`src/rtl/fsm_monitor_pkg.sv`:
```
// Shared types for the FSM transition monitor: record layout, stuck-detector states
// and the drop counter ceiling. FSM_MONITOR_TIMESTAMP_EN adds the delta field.
package fsm_monitor_pkg;

  localparam int DEF_STATE_W = 2;
  localparam int DEF_TS_W    = 16;

  localparam int         DROP_CNT_W   = 8;
  localparam logic [7:0] DROP_CNT_MAX = 8'hFF;

  typedef enum logic {
    RUN   = 1'b0,
    STUCK = 1'b1
  } stuck_state_e;

  typedef struct packed {
    logic [DEF_STATE_W-1:0] from;
    logic [DEF_STATE_W-1:0] to;
`ifdef FSM_MONITOR_TIMESTAMP_EN
    logic [DEF_TS_W-1:0]    delta;
`endif
  } fsm_trans_rec_t;

endpackage

```
`src/rtl/fsm_monitor_fifo.sv`:
```
// Synchronous record FIFO with a registered head: head and empty come straight from flops,
// so nothing on the read side is combinational from pop.
module fsm_monitor_fifo
  import fsm_monitor_pkg::*;
#(
  parameter int  DEPTH = 8,
  parameter type rec_t = fsm_trans_rec_t
) (
  input  logic clk,
  input  logic rst,
  input  logic push,
  input  rec_t din,
  input  logic pop,
  output logic full,
  output logic empty,
  output rec_t head
);

  localparam int PTR_W = $clog2(DEPTH);

  rec_t             mem [DEPTH];
  logic [PTR_W-1:0] wr_ptr;
  logic [PTR_W-1:0] rd_ptr;
  logic [PTR_W-1:0] rd_ptr_nxt;
  logic [PTR_W:0]   count;
  logic [PTR_W:0]   count_nxt;
  logic             push_acc;
  logic             bypass;
  rec_t             head_nxt;

  assign full     = (count == (PTR_W+1)'(DEPTH));
  assign push_acc = push && (!full || pop);
  // The incoming record becomes the head when it lands in an otherwise drained FIFO.
  assign bypass   = push_acc && (count == (PTR_W+1)'(pop));

  always_comb begin
    count_nxt  = count + (PTR_W+1)'(push_acc) - (PTR_W+1)'(pop);
    rd_ptr_nxt = rd_ptr + PTR_W'(pop);
    head_nxt   = head;
    if (count_nxt != '0) begin
      if (bypass) head_nxt = din;
      else        head_nxt = mem[rd_ptr_nxt];
    end
  end

  always_ff @(posedge clk) begin
    if (rst) begin
      count  <= '0;
      wr_ptr <= '0;
      rd_ptr <= '0;
      empty  <= 1'b1;
      head   <= '0;
    end else begin
      count  <= count_nxt;
      rd_ptr <= rd_ptr_nxt;
      if (push_acc) wr_ptr <= wr_ptr + PTR_W'(1);
      empty  <= (count_nxt == '0);
      head   <= head_nxt;
    end
  end

  always_ff @(posedge clk) begin
    if (push_acc) mem[wr_ptr] <= din;
  end

endmodule

```
`src/rtl/fsm_transition_monitor.sv`:
```
// Passive monitor of an FSM's state/next_state: records each transition into a FIFO
// and flags long dwells. FSM_MONITOR_TIMESTAMP_EN builds the dwell counter and stuck flag.
module fsm_transition_monitor
  import fsm_monitor_pkg::*;
#(
  parameter int STATE_W     = 2,
  parameter int DEPTH       = 8,
  parameter int TS_W        = 16,
  parameter int STUCK_LIMIT = 1024
) (
  input  logic               clk,
  input  logic               rst,
  input  logic [STATE_W-1:0] state,
  input  logic [STATE_W-1:0] next_state,
  input  logic               clear,
  output logic               rec_valid,
  input  logic               rec_ready,
  output logic [STATE_W-1:0] rec_from,
  output logic [STATE_W-1:0] rec_to,
  output logic [TS_W-1:0]    rec_delta,
  output logic               overflow,
  output logic [7:0]         drop_count,
  output logic               stuck
);

  typedef struct packed {
    logic [STATE_W-1:0] from;
    logic [STATE_W-1:0] to;
`ifdef FSM_MONITOR_TIMESTAMP_EN
    logic [TS_W-1:0]    delta;
`endif
  } rec_t;

  logic evt_p0;
  logic pop_p0;
  logic drop_p0;
  logic full_p0;
  logic empty_p1;
  rec_t rec_p0;
  rec_t head_p1;

  // Stage p0: event detection on the observed FSM's inputs
  assign evt_p0  = !rst && (next_state != state);
  assign pop_p0  = rec_valid && rec_ready;
  assign drop_p0 = evt_p0 && full_p0 && !pop_p0;

`ifdef FSM_MONITOR_TIMESTAMP_EN
  localparam logic [TS_W-1:0] STUCK_AT = TS_W'(STUCK_LIMIT - 1);

  logic [TS_W-1:0] dwell_p0;
  logic            stuck_arm_q;
  stuck_state_e    stuck_q;
  stuck_state_e    stuck_nxt;

  function automatic logic [TS_W-1:0] sat_inc(input logic [TS_W-1:0] v);
    return (v == '1) ? v : v + TS_W'(1);
  endfunction

  always_ff @(posedge clk) begin
    if (rst || evt_p0) dwell_p0 <= '0;
    else               dwell_p0 <= sat_inc(dwell_p0);
  end

  // A clear silences the detector for the remainder of the current dwell period.
  always_ff @(posedge clk) begin
    if (rst || evt_p0) stuck_arm_q <= 1'b1;
    else if (clear)    stuck_arm_q <= 1'b0;
  end

  always_ff @(posedge clk) begin
    if (rst) stuck_q <= RUN;
    else     stuck_q <= stuck_nxt;
  end

  always_comb begin
    stuck_nxt = stuck_q;
    case (stuck_q)
      RUN:     if (!evt_p0 && !clear && stuck_arm_q && (dwell_p0 == STUCK_AT)) stuck_nxt = STUCK;
      STUCK:   if (evt_p0 || clear) stuck_nxt = RUN;
      default: stuck_nxt = RUN;
    endcase
  end

  always_comb begin
    stuck = (stuck_q == STUCK);
  end

  always_comb begin
    rec_p0.from  = state;
    rec_p0.to    = next_state;
    rec_p0.delta = sat_inc(dwell_p0);
  end

  assign rec_delta = head_p1.delta;
`else
  always_comb begin
    rec_p0.from = state;
    rec_p0.to   = next_state;
  end

  assign rec_delta = '0;
  assign stuck     = 1'b0;
`endif

  // Stage p1: buffered records, head registered inside the FIFO
  fsm_monitor_fifo #(
    .DEPTH (DEPTH),
    .rec_t (rec_t)
  ) u_fifo (
    .clk   (clk),
    .rst   (rst),
    .push  (evt_p0),
    .din   (rec_p0),
    .pop   (pop_p0),
    .full  (full_p0),
    .empty (empty_p1),
    .head  (head_p1)
  );

  assign rec_valid = !empty_p1;
  assign rec_from  = head_p1.from;
  assign rec_to    = head_p1.to;

  // A drop coinciding with clear counts as the first drop after the clear.
  always_ff @(posedge clk) begin
    if (rst) begin
      overflow   <= 1'b0;
      drop_count <= '0;
    end else if (clear) begin
      overflow   <= drop_p0;
      drop_count <= drop_p0 ? 8'd1 : 8'd0;
    end else if (drop_p0) begin
      overflow <= 1'b1;
      if (drop_count != DROP_CNT_MAX) drop_count <= drop_count + 8'd1;
    end
  end

endmodule

```
`config.mk`:
```
export PLATFORM = sky130hd
export DESIGN_NAME = fsm_transition_monitor
export DESIGN_NICKNAME = d
export VERILOG_FILES = /design/src/rtl/fsm_monitor_pkg.sv /design/src/rtl/fsm_monitor_fifo.sv /design/src/rtl/fsm_transition_monitor.sv
export SDC_FILE = /design/constraint.sdc
export NUM_CORES = 1
export LEC_CHECK = 0
export ABC_AREA = 0
export CAP_MARGIN = 20
export CORE_MARGIN = 2
export CORE_UTILIZATION = 25
export CTS_BUF_LIST = sky130_fd_sc_hd__clkbuf_4
export CTS_CLUSTER_SIZE = 16
export DETAILED_ROUTE_END_ITERATION = 6
export HOLD_SLACK_MARGIN = 0.1
export PLACE_DENSITY_LB_ADDON = 0.3
export SLEW_MARGIN = 10
export SYNTH_ARGS = -nofsm -noshare
export SYNTH_HDL_FRONTEND = slang
export SYNTH_SLANG_ARGS = --single-unit
```
`constraint.sdc`:
```
create_clock -name clk -period 4.9 [get_ports clk]
set_clock_uncertainty 0.05 [all_clocks]
set_input_delay 1.225 -clock clk [delete_from_list [all_inputs] [get_ports clk]]
set_output_delay 1.225 -clock clk [all_outputs]
set_load 0.01 [all_outputs]
```
== After elaboration in Yosys (flattened, before gate mapping) ==
Memory sizes are Yosys's and may differ from the RTL's.
Cells that the tools add are included.
Storage, ports and cells
  register bits: 24
  memory bits (writable): 32
  logic and storage cells: 43
  memories kept: 1
Memories
  u_fifo.mem: depth 8, width 4, read ports 1, clocked after Yosys merged registers in 0, wr ports 1, line fsm_monitor_fifo.sv:21  | rec_t mem [DEPTH];
Cells by class
  $add $sub $neg: 5
  equality and inequality tests: 4
  mux-type cells: 9
  reductions and logical operators: 16
Operators by type and width (count)
  8-bit two-way mux: 3
  8-bit by 1-bit adder with 8-bit output, second input constant: 1
  8-bit inequality test, second input constant: 1
  1-bit logical AND: 6
  1-bit two-way mux: 5
  4-bit by 1-bit adder with 4-bit output: 1
  4-bit by 1-bit equality test with 1-bit output: 1
  4-bit equality test, second input constant: 1
  1-bit logical NOT: 4
  4-bit logical NOT: 1
  4-bit two-way mux: 1
  2-bit nonzero test: 2
  4-bit nonzero test: 1
  4-bit by 1-bit subtractor with 4-bit output: 1
  3-bit by 1-bit adder with 3-bit output: 1
  3-bit by 1-bit adder with 3-bit output, second input constant: 1
  2-bit inequality test: 1
  2-bit AND reduction: 1
  1-bit logical OR: 1

== Depth between registers and ports, before layout ==
Gate-level depths: netlist (run 1).
  depth in word-level cells: 7
  depth in mapped cells: 14
  gate-level depth less buffers: 14

== Cells and area by module ==
A second synthesis (run 1) with hierarchy kept.
Unflattened totals
  cell total of the unflattened synthesis: 222
  area total of the unflattened synthesis: 2746.4 µm²
By module, submodules not included
  fsm_monitor_fifo: times used 1, cells an instance 144, area an instance 2112.0 µm²
  fsm_transition_monitor: times used 1, cells an instance 78, area an instance 634.4 µm²

== Least setup slack after synthesis (run 1) ==
Ideal clock, no wire load.
  path type: input to register
  start: input port rst
  end: register u_fifo.head[1] (netlist bit)
  arrival time: 3.686 ns
  setup slack: 1.045 ns
  cell stages on the path: 12
  path buffers: 1
  cell sequence: clkbuf_1 > a21oi_2 > nand2b_1 > inv_1 > ha_1 > inv_1 > fa_1 > xnor2_1 > a2111oi_4 > nor2_2 > and4b_1 > a211o_1
Between the ends
  word-level cells in the longest chain between the ends: 6
  elaborated cells on any way between the ends: 8
  classes of those cells: add/sub: 2; mux: 1; reduce/logical: 5
RTL lines
  from (decl): line fsm_transition_monitor.sv:12  | input logic rst,
  1-bit logical NOT *: line fsm_transition_monitor.sv:43  | assign evt_p0 = !rst && (next_state != state);
  1-bit logical AND *: line fsm_transition_monitor.sv:43
  1-bit logical AND *: line fsm_monitor_fifo.sv:32  | assign push_acc = push && (!full || pop);
  named net u_fifo.push_acc: line fsm_monitor_fifo.sv:27  | logic push_acc;
  4-bit by 1-bit adder with 4-bit output: line fsm_monitor_fifo.sv:37  | count_nxt = count + (PTR_W+1)'(push_acc) - (PTR_W+1)'(pop);
  4-bit by 1-bit subtractor with 4-bit output: line fsm_monitor_fifo.sv:37
  4-bit nonzero test: line fsm_monitor_fifo.sv:40  | if (count_nxt != '0) begin
  to (signal assigned): line fsm_monitor_fifo.sv:58  | head <= head_nxt;
  to (decl): line fsm_monitor_fifo.sv:16  | output rec_t head
Mark *: on every way through the listed nets, which the timed path passes. The rest lies on a longest branch.
A chain may end at the register's enable or synchronous reset.

== Worst setup path in the final report (run 1) ==
  start: input port next_state[0]
  end: register u_fifo.head[1] (netlist bit)
Between the ends
  word-level cells in the longest chain between the ends: 6
  elaborated cells on any way between the ends: 8
  classes of those cells: add/sub: 2; eq/ne: 1; mux: 1; reduce/logical: 4
RTL lines
  from (decl): line fsm_transition_monitor.sv:14  | input logic [STATE_W-1:0] next_state,
  2-bit inequality test *: line fsm_transition_monitor.sv:43
  1-bit logical AND *: line fsm_transition_monitor.sv:43
  1-bit logical AND *: line fsm_monitor_fifo.sv:32
  named net u_fifo.push_acc: line fsm_monitor_fifo.sv:27
  4-bit by 1-bit adder with 4-bit output: line fsm_monitor_fifo.sv:37
  4-bit by 1-bit subtractor with 4-bit output: line fsm_monitor_fifo.sv:37
  4-bit nonzero test: line fsm_monitor_fifo.sv:40
Marked as above.

==> summary.md, run 1 <==
| Metric | Value |
|---|---|
| Outcome | `completed` |
| Area taken by multi-input logic gates | `1120 sq um` |
| Switch share | `0.355` |
| Cells after Synth | `217` |
| Clk pwr share | `0.166` |
| Critical Path AT | `4.41 ns` |
| Post-CTS Hold Fix Bufs | `0` |
| Leading area contributor after synthesis | `edfxtp_1` |
| GR Util All Layers | `0.0911` |
| Max-slew violation count | `0` |
| H-tree levels | `2` |
| Max incr delay on CP | `0.69 ns` |
| TritonCTS clock tree | `built` |
| First-pass GRT wire length | `8.11 mm` |
| Starting DRT DRC Count | `60` |
| Worst slew pin tran | `0.720 ns` |
| DRT antenna net count | `0` |
| GRT overflow | `0` |
| Max cap viols | `0` |
| Syn_area_per_cell | `12.4 sq um` |
| Crit path kind | `primary input to flop` |
| Clk sinks | `56` |
| Register area share after synthesis | `0.537` |
| Post-route DRC violation count | `0` |
| Io pins | `39` |
| Depth of the worst register-to-register path | `14` |
| Fin crit share | `0.851` |
| CP max FO | `10` |
| Die Y | `108 microns` |
| Share of layout cells above drive strength 1 | `0.109` |
| Clk buf depth | `2` |
| Clock transition at path regs | `0.18 ns` |
| Die Wd | `108 microns` |
| Drt pass-1 iters | `4` |
| Fillers | `1052` |
| Worst setup EP type | `flop` |
| Ys Warns | `0` |
| Finished Layout Cells | `384` |
| WP depth | `13` |
| Diodes inserted | `0` |
| Leak Pwr | `1.12 nW` |
| Hold Vio Cnt, Final | `0` |
| Post-CTS Repair Setup Buffers | `0` |
| Int Power | `0.876 mW` |
| FP Rows | `37` |
| Crit path buf inv count | `3` |
| Post-DP HPWL | `3.73 mm` |
| Peak Freq | `240 MHz` |
| Synth unique cells | `39` |
| Largest net degree at the start of global routing | `21` |
| Drt wl/cell | `13.3 microns` |
| Final min period | `4.17 ns` |
| WP data required | `5.14 ns` |
| VDD IR max | `0.158 mV` |
| Sw Pwr | `0.482 mW` |
| Initial Util | `0.259` |
| Worst path slowest cell | `clkdlybuf4s50_1` |
| Routed vias/inst | `4.22` |
| Root Driver | `clkbuf_4` |
| Synth top area cells | `edfxtp_1 (36%), dfxtp_1 (18%), mux4_1 (7.8%)` |
| Seq. cell area | `1440 sq um` |
| Via count | `1622` |
| Rel. slew slack | `0.516` |
| Placed insts | `376` |
| Crit start category | `primary input` |
| Routed Wire Length | `5.09 mm` |
| Hold/Removal Path Class | `flop to flop` |
| Top delay family on crit path | `buffers and inverters` |
| Layout Nets | `266` |
| Setup tns final | `0 ns` |
| Port Buffers | `21` |
| Resized Gates After CTS | `0` |
| Pwr dens | `437 nW/um^2` |
| Final Setup Violations | `0` |
| Top cell type's share of synthesized area | `0.358` |
| Area grow syn2layout | `15.6%` |
| Die area | `11600 sq um` |
| Crit-path cells | `clkdlybuf4s50_1 > xnor2_1 > a21oi_2 > nand2b_1 > inv_1 > ha_1 > inv_1 > fa_1 > xnor2_1 > a2111oi_4 > nor2_2 > and4b_1 > a211o_1` |
| Cell count of the worst hold path | `2` |
| Yosys reg bits | `56` |
| Post-Syn Area | `2690 sq um` |
| Unrepaired setup endpoints after global routing | `no` |
| Vias in the first global route | `1533` |
| Core ar. | `10400 sq um` |
| Initial antenna violation count | `0` |
| Seq pwr share | `0.439` |
| CTS buffer count | `5` |
| Worst skew pair latency | `0.38 ns` |
| Logic pwr share | `0.396` |
| GP Congestion | `0.725` |
==> worst reg2reg max path: cells and delay by family (launching register included) <==
kind            cells  cell delay [ns]
flops               1             0.35
xor+xnor            1             0.20
buf+inv             3             0.30
fa+ha+maj           3             0.78
simple gates        5             0.71
compound gates      2             0.67
==> placed cells by master (no fill, tap or decap), types with 2 or more instances in the layout <==
cell	synthesis	routed
ha_1	10	10
clkdlybuf4s50_1	0	21
mux2i_1	2	2
inv_6	0	2
edfxtp_1	32	32
nor2b_1	6	6
a21oi_1	7	7
inv_1	11	11
and3_1	3	3
buf_4	17	8
nand3b_1	4	4
or2_2	2	2
mux4_1	8	8
nor3_1	5	5
nor2_1	16	16
or3_1	7	7
dfxtp_1	24	24
nand3_1	3	3
xnor2_1	5	5
o211ai_1	5	5
o21ai_0	3	3
mux2_2	3	3
nand2_1	11	11
nand2b_1	5	5
clkbuf_4	0	5
nand4_1	4	4
xor2_1	6	6
conb_1	1	17
==> synth_stat cells <==
cell type  count
a2111oi_4      1
nor3_2         1
clkbuf_1       4
nor2b_1        6
o211ai_1       5
mux2_2         3
inv_1         11
nand2_1       11
a211o_1        1
mux2i_1        2
and2_1         1
a21o_1         1
mux4_1         8
nand3_1        3
fa_1           1
and4b_1        1
buf_2          1
a21oi_2        1
nor2_1        16
edfxtp_1      32
nand3b_1       4
ha_1          10
nor4_1         1
dfxtp_1       24
and3_1         3
nor3_1         5
or3_1          7
nor2_2         1
or2_2          2
conb_1         1
a21oi_1        7
buf_4         17
nor4b_2        1
nand4_2        1
nand2b_1       5
nand4_1        4
xor2_1         6
o21ai_0        3
xnor2_1        5
==> state kept, by name, indices dropped and copies added, names as in the netlist <==
| name | cells |
|---|---|
| u_fifo.mem | 32 |
| drop_count | 8 |
| u_fifo.count | 4 |
| u_fifo.head | 4 |
| u_fifo.rd_ptr | 3 |
| u_fifo.wr_ptr | 3 |
| overflow | 1 |
| u_fifo.empty | 1 |
==> power by group through the flow <==
stage	Clock (mW)	Sequential, mW	Combinational, mW
global route	0.250	0.606	0.599
CTS	0.235	0.597	0.544
floorplan	0	0.605	0.397
global placement	0	0.607	0.537
finish	0.225	0.596	0.537
detailed placement	0	0.607	0.542
==> kinds of logic (layout without fill, tap and decap cells) <==
group | after synthesis | count (layout) | synth area share
adder cells (fa/ha/maj) | 11 | 11 | 0.0540
XOR/XNOR | 11 | 11 | 0.0359
buffers and inverters | 33 | 48 | 0.0703
flip-flops | 56 | 56 | 0.537
AND/OR/NAND/NOR | 73 | 73 | 0.151
other | 1 | 17 | 0.00140
AO/OA/AOI/OAI | 19 | 19 | 0.0522
multiplexers | 13 | 13 | 0.0983
==> metal layers <==
metal  global-route usage  up-vias  wire [microns]
met1                0.126      775            2590
met3               0.0218        4             145
met2                0.143       30            2310
met4               0.0247        0              44
li1                     -      813               -
met5                    0        -               0
==> worst paths after layout <==
path / startpoint / to / slack, ns
min reg2reg: u_fifo.head[0]$_SDFFE_PP0P_ / u_fifo.head[0]$_SDFFE_PP0P_ / 0.42
min: u_fifo.head[0]$_SDFFE_PP0P_ / u_fifo.head[0]$_SDFFE_PP0P_ / 0.42
max reg2reg: u_fifo.count[2]$_SDFF_PP0_ / u_fifo.head[1]$_SDFFE_PP0P_ / 1.76
max: next_state[0] / u_fifo.head[1]$_SDFFE_PP0P_ / 0.73
==> through the flow <==
stage	power [mW]	utilization	setup slack, ns	hold WS (ns)	area, sq um
2_1_floorplan	1.00	-	1.04	0.431	2750
3_3_place_gp	1.14	0.293	0.404	0.403	3040
3_5_place_dp	1.15	0.293	0.330	0.404	3040
4_1_cts	1.38	0.299	0.749	0.425	3110
5_1_grt	1.45	0.299	0.475	0.447	3110
6_report	1.36	0.299	0.732	0.419	3110
==> cell type report <==
class | instances | area share
multi-input cells | 144 | 0.359
well taps | 136 | 0.0548
flip-flops and latches | 56 | 0.464
inverters | 11 | 0.0133
repair buffers | 29 | 0.0870
clock inverters | 3 | 0.00927
clock buffers | 5 | 0.0121
No activity file was read; power rests on OpenSTA's default activity.
==> run 2, diff against run 1 <==
- ABC_CLOCK_PERIOD_IN_PS: default -> 4900
- CTS_BUF_LIST: sky130_fd_sc_hd__clkbuf_4 -> default
==> run 2 against run 1 <==
Worst hold slack worse by 0.0061 ns. Clock power grew 22%. Total power grew 3.8%. Sequential power about the same. Cell count did not move. Fmax shrank 2.2%. Die area unchanged. Critical path depth did not move. Largest cell class unchanged.
==> summary.md, run 2 (synthesis results as in run 1) <==
| Metric | Value |
|---|---|
| Outcome | `completed` |
| Diodes inserted | `0 (unchanged)` |
| Rel. slew slack | `0.524 (+0.00773)` |
| Most frequent cells in the layout | `edfxtp_1 (32), dfxtp_1 (24), clkdlybuf4s50_1 (21), conb_1 (17), nor2_1 (16)` |
| Die Wd | `108 microns (unchanged)` |
| Core ar. | `10400 sq um (unchanged)` |
| Drt pass-1 iters | `4 (unchanged)` |
| Max cap viols | `0 (unchanged)` |
| Die Y | `108 microns (unchanged)` |
| WP data required | `5.06 ns (-0.08 ns)` |
| Most common cell after layout, fill and taps aside | `edfxtp_1` |
| Worst slew pin tran | `0.708 ns (-0.0115 ns)` |
| Root Driver | `clkbuf_8` |
| Layout Nets | `266 (unchanged)` |
| Max-slew violation count | `0 (unchanged)` |
| Critical Path AT | `4.42 ns (about the same)` |
| GRT overflow | `0 (unchanged)` |
| Pwr dens | `449 nW/um^2 (+2.7%)` |
| Int Power | `0.920 mW (+5.1%)` |
| Fin crit share | `0.870 (+0.0195)` |
| Met3 global-route usage | `0.0200 (-0.00182)` |
| FP Rows | `37 (unchanged)` |
| Max incr delay on CP | `0.69 ns (about the same)` |
| Vias in the first global route | `1544 (+0.72%)` |
| Sw Pwr | `0.489 mW (+1.3%)` |
| Leak Pwr | `1.13 nW (+1.2%)` |
| Crit start category | `primary input` |
| Seq. cell area | `1440 sq um (unchanged)` |
| Clk sinks | `56 (unchanged)` |
| Port Buffers | `21 (unchanged)` |
| Seq pwr share | `0.423 (-0.016)` |
| Worst path slowest cell | `clkdlybuf4s50_1` |
| Largest net degree at the start of global routing | `21 (unchanged)` |
| Clk pwr share | `0.195 (+0.029)` |
| Routed Wire Length | `5.16 mm (+1.4%)` |
| Grt met2 use | `0.142 (-0.000449)` |
| GR Util All Layers | `0.0912 (+0.000128)` |
| Area taken by multi-input logic gates | `1120 sq um (unchanged)` |
| Largest registers | `u_fifo.mem x32, drop_count x8` |
| Initial Util | `0.259 (unchanged)` |
| Drt wl/cell | `13.4 microns (+1.4%)` |
| Die area | `11600 sq um (unchanged)` |
| Crit path kind | `primary input to flop` |
| Hold/Removal Path Class | `flop to flop` |
| Most Crowded Layer GR | `met2` |
| Share of layout cells above drive strength 1 | `0.109 (unchanged)` |
| Resized Gates After CTS | `0 (unchanged)` |
| Routed vias/inst | `4.20 (-0.68%)` |
| H-tree levels | `2 (unchanged)` |
| Max reg flops | `32 (unchanged)` |
| Final Setup Violations | `0 (unchanged)` |
| Logic pwr share | `0.382 (-0.014)` |
| First-pass GRT wire length | `8.11 mm (unchanged)` |
| Unrepaired setup endpoints after global routing | `no` |
| Clock transition at path regs | `0.11 ns (-0.07 ns)` |
| Fillers | `1055 (+0.29%)` |
| Worst setup EP type | `flop` |
| Final min period | `4.26 ns (+0.0953 ns)` |
| Hold Vio Cnt, Final | `0 (unchanged)` |
| GP Congestion | `0.725 (unchanged)` |
| Post-CTS Repair Setup Buffers | `0 (unchanged)` |
| Post-DP Area | `3040 sq um (unchanged)` |
| CP max FO | `10 (unchanged)` |
| Post-CTS Hold Fix Bufs | `0 (unchanged)` |
| Setup tns final | `0 ns (unchanged)` |
| Clk buf depth | `2 (unchanged)` |
| Finished Cell Area | `3140 sq um (+1.0%)` |
| DRT antenna net count | `0 (unchanged)` |
| Top reg by flops | `u_fifo.mem` |
| Peak Freq | `235 MHz (-2.2%)` |
| Via count | `1611 (-0.68%)` |
| CTS buffer count | `5 (unchanged)` |
| Starting DRT DRC Count | `59 (-1.7%)` |
| Worst skew pair latency | `0.31 ns (-0.07 ns)` |
| VDD IR max | `0.166 mV (+5.7%)` |
| Area grow syn2layout | `16.8%` |
| Switch share | `0.347 (-0.00830)` |
| Crit-path cells | `clkdlybuf4s50_1 > xnor2_1 > a21oi_2 > nand2b_1 > inv_1 > ha_1 > inv_1 > fa_1 > xnor2_1 > a2111oi_4 > nor2_2 > and4b_1 > a211o_1` |
| TritonCTS clock tree | `built` |
| Post-route DRC violation count | `0 (unchanged)` |
| Grt met1 use | `0.126 (+0.000759)` |
| Initial antenna violation count | `0 (unchanged)` |
| Post-DP HPWL | `3.73 mm (unchanged)` |
| Io pins | `39 (unchanged)` |
## run 2: cell counts in the layout (fill, tap and decap cells not counted)
Identical to the previous run, type by type.
## run 2: final timing paths
path	slack (ns)	to	startpoint	depth (start not counted)
min	0.41	u_fifo.head[0]$_SDFFE_PP0P_	u_fifo.head[0]$_SDFFE_PP0P_	2
max reg2reg	1.76	u_fifo.head[1]$_SDFFE_PP0P_	u_fifo.count[2]$_SDFF_PP0_	14
min reg2reg	0.41	u_fifo.head[0]$_SDFFE_PP0P_	u_fifo.head[0]$_SDFFE_PP0P_	2
max	0.64	u_fifo.head[1]$_SDFFE_PP0P_	next_state[0]	13
## run 2: worst max-delay path, delay by kind of cell
family / cells / cell delay, ns
fa+ha+maj: 2 / 0.58
compound gates: 3 / 0.85
buf+inv: 3 / 0.92
simple gates: 3 / 0.47
xor+xnor: 2 / 0.37
## run 2: cell type report
cell class                      instances  share of cell area
Tap cell                              136              0.0542
Timing Repair Buffer                   29              0.0862
Inverter                               11              0.0132
Multi-Input combinational cell        144               0.356
Sequential cell                        56               0.460
Clock buffer                            5              0.0219
Clock inverter                          3             0.00917
## run 2: metrics by stage
stage	cells	setup slack [ns]	util	power (mW)	hold slack (ns)
after CTS	384	0.659	0.302	1.43	0.420
after floorplan	233	1.04	-	1.00	0.431
after detailed placement	376	0.330	0.293	1.15	0.404
final	384	0.636	0.302	1.41	0.413
after global routing	384	0.378	0.302	1.51	0.441
after global placement	376	0.404	0.293	1.14	0.403
## run 2: power by group through the flow
stage                     registers [mW]  clock network (mW)  logic (mW)
final                              0.596               0.275       0.538
after global routing               0.606               0.301       0.599
after CTS                          0.597               0.286       0.544
after detailed placement           0.607                   0       0.542
after global placement             0.607                   0       0.537
after floorplan                    0.605                   0       0.397
## run 2: metal layers
layer / vias up / wire [microns]
met3: 4 / 137
met5: - / 0
met1: 767 / 2680
li1: 811 / -
met2: 29 / 2310
met4: 0 / 32
==> run 3, diff against run 2 <==
- CTS_CLUSTER_SIZE: 16 -> 40
==> results of run 3 <==
No change in the layout: final DEF, timing and power equal those of run 2.
